## src/rtl/gcd_job_sequencer.sv

```systemverilog
// Buffers operand pairs in a small FIFO and feeds them one at a time to a gcd_calc core.
// Zero-operand jobs are answered locally; a core that never signals done is aborted after TIMEOUT cycles.
module gcd_job_sequencer #(
  parameter int WIDTH   = 8,
  parameter int DEPTH   = 4,
  parameter int TIMEOUT = 255
) (
  input  logic             clk,
  input  logic             rst,
  input  logic             in_valid,
  output logic             in_ready,
  input  logic [WIDTH-1:0] in_p,
  input  logic [WIDTH-1:0] in_q,
  output logic             out_valid,
  input  logic             out_ready,
  output logic [WIDTH-1:0] out_r,
  output logic             out_err,
  output logic             gcd_start,
  output logic [WIDTH-1:0] gcd_p,
  output logic [WIDTH-1:0] gcd_q,
  input  logic [WIDTH-1:0] gcd_r,
  input  logic             gcd_done,
  output logic             busy
);
  localparam int AW = $clog2(DEPTH);
  localparam int CW = AW + 1;
  localparam int TW = $clog2(TIMEOUT + 1);

  typedef struct packed {
    logic [WIDTH-1:0] p;
    logic [WIDTH-1:0] q;
  } pair_t;

  typedef enum logic [1:0] {IDLE, ISSUE, RELEASE} state_t;

  state_t          state, state_nxt;
  pair_t           mem [DEPTH];
  pair_t           head;
  logic [AW-1:0]   wr_ptr, rd_ptr;
  logic [CW-1:0]   count;
  logic [TW-1:0]   tmo_cnt;
  logic            push, pop, launch, cap_zero, cap_core, cap_to, tmo_inc;

  assign in_ready = (count < CW'(DEPTH));
  assign push     = in_valid & in_ready;
  assign head     = mem[rd_ptr];
  assign busy     = (state != IDLE) || (count != '0);

  // Storage carries no reset; emptiness is tracked by count/pointers alone.
  always_ff @(posedge clk) begin
    if (push) mem[wr_ptr] <= '{p: in_p, q: in_q};
  end

  always_ff @(posedge clk or negedge rst) begin
    if (!rst) state <= IDLE;
    else      state <= state_nxt;
  end

  always_comb begin
    state_nxt = state;
    pop       = 1'b0;
    launch    = 1'b0;
    cap_zero  = 1'b0;
    cap_core  = 1'b0;
    cap_to    = 1'b0;
    tmo_inc   = 1'b0;
    case (state)
      IDLE: begin
        // Only pop when the result slot is free so capture never collides.
        if (count != '0 && !out_valid) begin
          pop = 1'b1;
          if (head.p == '0 || head.q == '0) begin
            cap_zero = 1'b1;
          end else begin
            launch    = 1'b1;
            state_nxt = ISSUE;
          end
        end
      end
      ISSUE: begin
        if (gcd_done) begin
          cap_core  = 1'b1;
          state_nxt = RELEASE;
        end else if (tmo_cnt == TW'(TIMEOUT - 1)) begin
          cap_to    = 1'b1;
          state_nxt = RELEASE;
        end else begin
          tmo_inc = 1'b1;
        end
      end
      RELEASE: begin
        if (!gcd_done) state_nxt = IDLE;
      end
      default: state_nxt = IDLE;
    endcase
  end

  always_ff @(posedge clk or negedge rst) begin
    if (!rst) begin
      wr_ptr    <= '0;
      rd_ptr    <= '0;
      count     <= '0;
      tmo_cnt   <= '0;
      gcd_start <= 1'b0;
      gcd_p     <= '0;
      gcd_q     <= '0;
      out_valid <= 1'b0;
      out_r     <= '0;
      out_err   <= 1'b0;
    end else begin
      if (push) wr_ptr <= wr_ptr + AW'(1);
      if (pop)  rd_ptr <= rd_ptr + AW'(1);
      case ({push, pop})
        2'b10:   count <= count + CW'(1);
        2'b01:   count <= count - CW'(1);
        default: ;
      endcase

      if (launch) begin
        gcd_p     <= head.p;
        gcd_q     <= head.q;
        gcd_start <= 1'b1;
        tmo_cnt   <= '0;
      end else if (cap_core || cap_to) begin
        gcd_start <= 1'b0;
      end
      if (tmo_inc) tmo_cnt <= tmo_cnt + TW'(1);

      if (cap_zero) begin
        out_r     <= (head.p == '0) ? head.q : head.p;
        out_err   <= 1'b0;
        out_valid <= 1'b1;
      end else if (cap_core) begin
        out_r     <= gcd_r;
        out_err   <= 1'b0;
        out_valid <= 1'b1;
      end else if (cap_to) begin
        out_r     <= '0;
        out_err   <= 1'b1;
        out_valid <= 1'b1;
      end else if (out_valid && out_ready) begin
        out_valid <= 1'b0;
      end
    end
  end
endmodule

```

## config.mk

```make
export PLATFORM = sky130hd
export DESIGN_NAME = gcd_job_sequencer
export DESIGN_NICKNAME = d
export VERILOG_FILES = /design/src/rtl/gcd_job_sequencer.sv
export SDC_FILE = /design/constraint.sdc
export NUM_CORES = 1
export LEC_CHECK = 0
export CAP_MARGIN = 40
export CELL_PAD_IN_SITES_DETAIL_PLACEMENT = 1
export CELL_PAD_IN_SITES_GLOBAL_PLACEMENT = 2
export CORE_MARGIN = 4
export CORE_UTILIZATION = 35
export CTS_BUF_LIST = sky130_fd_sc_hd__clkbuf_16
export CTS_CLUSTER_SIZE = 20
export DETAILED_ROUTE_END_ITERATION = 8
export GPL_ROUTABILITY_DRIVEN = 1
export GPL_TIMING_DRIVEN = 1
export PLACE_DENSITY_LB_ADDON = 0.25
export SLEW_MARGIN = 20
export SYNTH_ARGS = -nofsm -noshare
export SYNTH_HDL_FRONTEND = slang
export SYNTH_SLANG_ARGS = --single-unit
```

## constraint.sdc

```tcl
create_clock -name clk -period 4.6 [get_ports clk]
set_input_delay 1.15 -clock clk [delete_from_list [all_inputs] [get_ports clk]]
set_output_delay 1.15 -clock clk [all_outputs]
set_load 0.01 [all_outputs]
```

# [Word level (Yosys, flattened, before mapping)]
# Memories as Yosys holds them, arrays and structs flattened.
# Cells that the tools add are included.
[totals] regBits=44 latchBits=0 ram_bits=64 mem_bits_ro=0 in_bits=29 word_cells=85 n_memories=1
[classes] addsub=5 multipliers=0 n_div=0 order_cmp=1 eq_ne=9 shifts=0 mux=40 bitwise_logic=1 reduce_logical=17
[mem_list] memory="mem" depth=4 width=16 rd=1 rd_clocked_by_memory_dff=0 wr=1 line="37" rtl="pair_t mem [DEPTH];"
[op_table] cell="8-bit two-way mux" count=6
[op_table] cell="1-bit two-way mux" count=27
[op_table] cell="8-bit logical NOT" count=2
[op_table] cell="2-bit two-way mux" count=5
[op_table] cell="8-bit by 1-bit adder with 8-bit output, second input constant" count=1
[op_table] cell="8-bit == test, second input constant" count=1
[op_table] cell="2-bit nonzero test" count=4
[op_table] cell="2-bit inequality test, second input constant" count=3
[op_table] cell="2-bit case mux with 3 select lines" count=1
[op_table] cell="3-bit case mux with 2 select lines" count=1
[op_table] cell="3-bit nonzero test" count=2
[op_table] cell="2-bit by 1-bit adder with 2-bit output, second input constant" count=2
[op_table] cell="2-bit by 1-bit == test with 1-bit output, second input constant" count=2
[op_table] cell="2-bit == test, second input constant" count=2
[op_table] cell="4-bit AND reduction" count=1
[op_table] cell="4-bit nonzero test" count=1
[op_table] cell="3-bit by 1-bit adder with 3-bit output, second input constant" count=1
[op_table] cell="1-bit logical OR" count=3
[op_table] cell="3-bit < comparator, second input constant" count=1
[op_table] cell="3-bit inequality test, second input constant" count=1
[op_table] cell="3-bit by 1-bit subtractor with 3-bit output, second input constant" count=1
[op_table] cell="1-bit logical AND" count=2
[op_table] cell="2-bit logical NOT" count=1
[op_table] cell="1-bit bitwise AND" count=1
[op_table] cell="1-bit logical NOT" count=1

# [Longest topological paths before layout]
# An unclocked memory read counts as a cell.
[logic_depth] ltp_word=8 depth_mapped=9 mapped_depth_nobuf=8

# [Worst setup path after synthesis]
# No wires, ideal clock.
[synth_timing] path_type="register to register" from="register rd_ptr[0]" to="register gcd_p[0]" setup_time_ns=0.125 t_arrival_ns=2.401 required_time_ns=4.475 path_slack_ns=2.074 stages_incl_launch_ff=9 n_path_buf=3 path_cell_list="dfrtp_1 > buf_6 > buf_6 > mux4_2 > or4_1 > nor2_2 > nor3b_2 > buf_6 > mux2_4"
[synth_between] elab_chain_cells=6 word_cells_on_any_way=7
[synth_rtl] element="start: declaration" line="39" rtl="logic [AW-1:0] wr_ptr, rd_ptr;"
[synth_rtl] element="start signal: assignment" line="112" rtl="if (pop) rd_ptr <= rd_ptr + AW'(1);"
[synth_rtl] element="memory 4 x 16 bit (*)"
[synth_rtl] element="8-bit logical NOT" line="72" rtl="if (head.p == '0 || head.q == '0) begin"
[synth_rtl] element="1-bit logical OR" line="72"
[synth_rtl] element="1-bit two-way mux" line="72"
[synth_rtl] element="1-bit two-way mux" line="70" rtl="if (count != '0 && !out_valid) begin"
[synth_rtl] element="1-bit two-way mux" line="67" rtl="case (state)"
[synth_rtl] element="end signal: assignment" line="120" rtl="gcd_p <= head.p;"
[synth_rtl] element="end: declaration" line="19" rtl="output logic [WIDTH-1:0] gcd_p,"
# Mark *: on every way between the ends. The rest lies on a longest branch, timed or not.
# A chain may end at the register's enable or synchronous reset.

# [Final worst setup path]
[layout_timing] from="register rd_ptr[0]" to="register gcd_q[1]"
[layout_between] elab_chain_cells=6 word_cells_on_any_way=7
[layout_rtl] element="memory 4 x 16 bit (*)"
[layout_rtl] element="8-bit logical NOT" line="72"
[layout_rtl] element="1-bit logical OR" line="72"
[layout_rtl] element="1-bit two-way mux" line="72"
[layout_rtl] element="1-bit two-way mux" line="70"
[layout_rtl] element="1-bit two-way mux" line="67"
[layout_rtl] element="end signal: assignment" line="121" rtl="gcd_q <= head.q;"
[layout_rtl] element="end: declaration" line="20" rtl="output logic [WIDTH-1:0] gcd_q,"
# Marked as above.

==> out/results.md <==
| Result | Value |
|:---|:---|
| Worst clock skew | 0.008492 ns |
| Power share of the sequential group | 0.407 |
| Largest stage delay on the critical path | 0.65 ns |
| Start point of the worst hold path | gcd_start |
| Slew margin rel. | 0.4618 |
| PnR Total Power | 3.615 mW |
| Endpoint of the lowest-slack register-to-register path | gcd_q[1] |
| Post-Synthesis Cell Area | 4467 um^2 |
| Total DRC errors in the routed layout | 0 |
| Worst-case reg-to-reg path depth | 7 |
| Proportion of synthesized chip area in sequential cells | 0.6768 |
| Number of warnings printed during yosys synthesis | 0 |
| Maximum number of pins on one net before global-route repair | 28 |
| Core Region | 12570 um^2 |
| Drt total wl | 9202 um |
| Number of global-route vias before repair | 2579 |
| Count of inserted antenna diode cells | 0 |
| Reg2Reg Launch Point | rd_ptr[0] |
| Arrival @ worst endpoint | 3.32 ns |
| Library cell with the largest summed area after synthesis | edfxtp_1 |
| Final weighted congestion in routability-driven placement | 0.7020 |
| Net count after synthesis | 304 |
| Share of the clock period used by the worst path | 0.6705 |
| I/O pin cnt | 58 |
| Area growth from synthesis to layout | 25.27% |
| Worst hold stages | 1 |
| Fraction of synthesized cell area in xor and xnor cells | 0.01961 |
| CTS sink count | 108 |
| Dominant combinational cell family by area after synthesis | multiplexers |
| Sum Neg Setup Slack | 0 ns |
| Final antenna-violating net count | 0 |
| Post-DP HPWL | 6597 um |
| FFs w/ async S/R, synth | 0.4074 |
| Worst-skew pair later-pin latency | 0.35 ns |
| Antenna violations before repair | 0 |
| Type of origin of the critical path | flop |
| Count of buffers from port buffering | 57 |
| Count of unique library cells instantiated by Yosys | 42 |
| Data required time at the worst endpoint | 4.84 ns |
| Starting density of the core | 0.3554 |
| Most area-consuming cells after synthesis | edfxtp_1 43%, dfrtp_1 25%, mux4_2 8.1% |
| Cell repeated most along the worst path | buf_4 |
| Die width | 121.0 um |
| Count of cells resized by post-cts repair | 0 |
| Final layout net count | 372 |
| Buf/Inv on CP | 2 |
| Post-synth top flop | edfxtp_1 |
| Highest clock rate | 324.2 MHz |
| Gate count after technology mapping | 267 |
| Fraction of layout instances using a drive strength above 1 | 0.1765 |
| Number of core rows | 41 |
| Number of post-CTS setup repair buffers | 0 |
| Clock-pin slew of the registers on the worst-case setup and hold paths | 0.07 ns |
| TritonCTS clock tree | yes |
| Design internal power | 2.466 mW |
| Class of the most critical hold timing path | flop to flop |
| Number of hold violations in the final report | 0 |
| Compound-cell area share of the yosys netlist | 0.04482 |
| Final count of pins violating max slew | 0 |
| Total leakage power | 2.127 nW |
| Proportion of synthesized area in mux cells | 0.1496 |
| Maximum vdd ir drop | 0.2290 mV |
| Root cell of the clock tree | clkbuf_16 |
| Simple-Gate Fraction of Synth Area | 0.06303 |
| Die area | 14630 um^2 |
| Worst-path cell chain | buf_4 -> mux4_2 -> or4_1 -> nor2_4 -> nor3b_4 -> buf_4 -> mux2_2 |
| Sw Pwr | 1.149 mW |
| Critical path's slowest cell | dfrtp_1 |
| Result of the run | complete, no violations |
| Global-route usage over all layers | 0.1353 |
| Post-Syn Area per Cell | 16.73 um^2 |
| Adder-cell area share of the yosys netlist | 0.02409 |
| TritonCTS Buffers | 9 |
| Top cell family by delay on the critical path | simple AND/OR/NAND/NOR gates |
| Setup repair after global routing missed its margin | false |
| Final setup viols | 0 |
| Setup CP Type | flop to flop |
| Measured slew at the worst slew-check pin | 0.8074 ns |
| Total vias in the final route | 2437 |
| Vertical die dimension | 121.0 um |
| Slack of the worst reg-to-reg path | 1.52 ns |
| Maximum buffer depth of the clock tree | 2 |
| Hold buffer count at CTS | 0 |
| Number of DRC markers after the initial detailed-route iteration | 159 |
| Destination of the worst hold path | gcd_start |
| Global-route wire length before repair | 14740 um |
| Part of the power in combinational logic | 0.379 |
| Critical path peak fanout | 16 |
| Switch share | 0.3178 |
| CP endpoint kind | flop |
| Gr ovfl total | 0 |
| Maximum Capacitance Violations | 0 |
| Average detailed-routed wire length per instance | 17.97 um |
| Number of enable flip-flop cells after synthesis | 64 |
| Number of register bits inferred by synthesis | 108 |
| Clock network fraction of design power | 0.214 |
| Power per Cell Area | 646.1 nW/um^2 |
| Initial DRT Pass Iterations | 4 |
| Number of vias per cell | 4.760 |
| Number of levels the H-tree was split into | 3 |
| Synth top area share | 0.4303 |
| Final critical delay including setup and external delays | 3.084 ns |
## final cells by class
type,instances,area [um^2]
Multi-Input combinational cell,140,1351
Sequential cell,108,3023
Timing Repair Buffer,67,676.9
Tap cell,172,215.2
Fill cell,1232,6973
Clock buffer,9,225.2
Clock inverter,7,70.07
Inverter,9,33.78
## cell usage after synthesis, types with 5 or more instances
cell and n:
a21oi_1 8, edfxtp_1 64, inv_1 9, dfrtp_1 44, ha_1 7, mux2_4 10
a22oi_1 8, xnor2_1 5, xor2_1 5, and2_1 5, nor2_1 5, nand3_1 6
mux4_2 16, nand2_1 12, mux2_2 6, mux2i_1 9
## stage by stage
stage               setup slack, ns  std cells    util  hold WS [ns]  instance area, um^2
global route                  1.277        512  0.4452        0.4890                 5595
floorplan                     2.074        267       -        0.4686                 4467
global placement              1.426        489  0.4146        0.4638                 5211
CTS                           1.445        508  0.4407        0.4815                 5539
finish                        1.516        512  0.4452        0.4755                 5595
detailed placement            1.387        492  0.4172        0.4657                 5244
## layer usage
metal	global-route usage	share of wire	vias up	wire length, um
li1	-	-	1152	-
met1	0.1829	0.47	1228	4317
met2	0.2039	0.47	47	4311
met3	0.04662	0.049	10	447
met4	0.04674	0.014	0	126
met5	0	0	-	0
## cells by family (layout without fill, tap and decap cells)
logic type | Yosys count | count (layout)
DFF | 108 | 108
AOI/OAI and AO/OA | 31 | 31
buffers and inverters | 19 | 92
xor gates and xnor gates | 10 | 10
muxes | 41 | 41
and+or+nand+nor | 50 | 50
adders and majority gates | 8 | 8
## worst register-to-register path, cell delays in order (launching register included)
cell and delay, ns:
dfrtp_1 0.65, buf_4 0.34, mux4_2 0.59, or4_1 0.48, nor2_4 0.25, nor3b_4 0.16
buf_4 0.23, mux2_2 0.28
## layout by cell type (no fill, tap or decap), drive strengths merged, types with 2 or more instances in the layout
master,count
a21o,2
or4,4
nand2,12
or3,2
xor2,5
mux2i,9
ha,7
mux4,16
clkdlybuf4s50,56
and2,5
nor2,7
inv,14
nand2b,2
o22ai,4
a22oi,8
clkbuf,9
nand3,6
nor2b,3
edfxtp,64
o211ai,2
nand4,2
xnor2,5
mux2,16
buf,11
dfrtp,44
o21ai,5
a21oi,8
## registers in the layout, summed over array words and instances, names as in the netlist
name / count
count: 3
gcd_p: 8
gcd_q: 8
gcd_start: 1
mem: 64
out_err: 1
out_r: 8
out_valid: 1
rd_ptr: 2
state: 2
tmo_cnt: 8
wr_ptr: 2
## worst max path at each step
stage                         start         end  slack [ns]  cells past startpoint
after floorplan           rd_ptr[0]    gcd_p[0]        2.07                      8
after global placement     in_valid  mem[1][14]        1.43                      3
after detailed placement   in_valid  mem[2][14]        1.39                      3
after CTS                 rd_ptr[0]    gcd_q[1]        1.45                      7
after global routing      rd_ptr[0]    gcd_q[1]        1.28                      7
final                     rd_ptr[0]    gcd_q[1]        1.52                      7
## power by group through the flow
stage	sequential (mW)	combinational (mW)	clock (mW)
finish	1.47	1.37	0.773
global route	1.51	1.49	0.844
CTS	1.48	1.38	0.798
detailed placement	1.50	1.38	0
global placement	1.49	1.35	0
floorplan	1.46	0.864	0
Note: power is estimated with default switching activity, not from simulation.
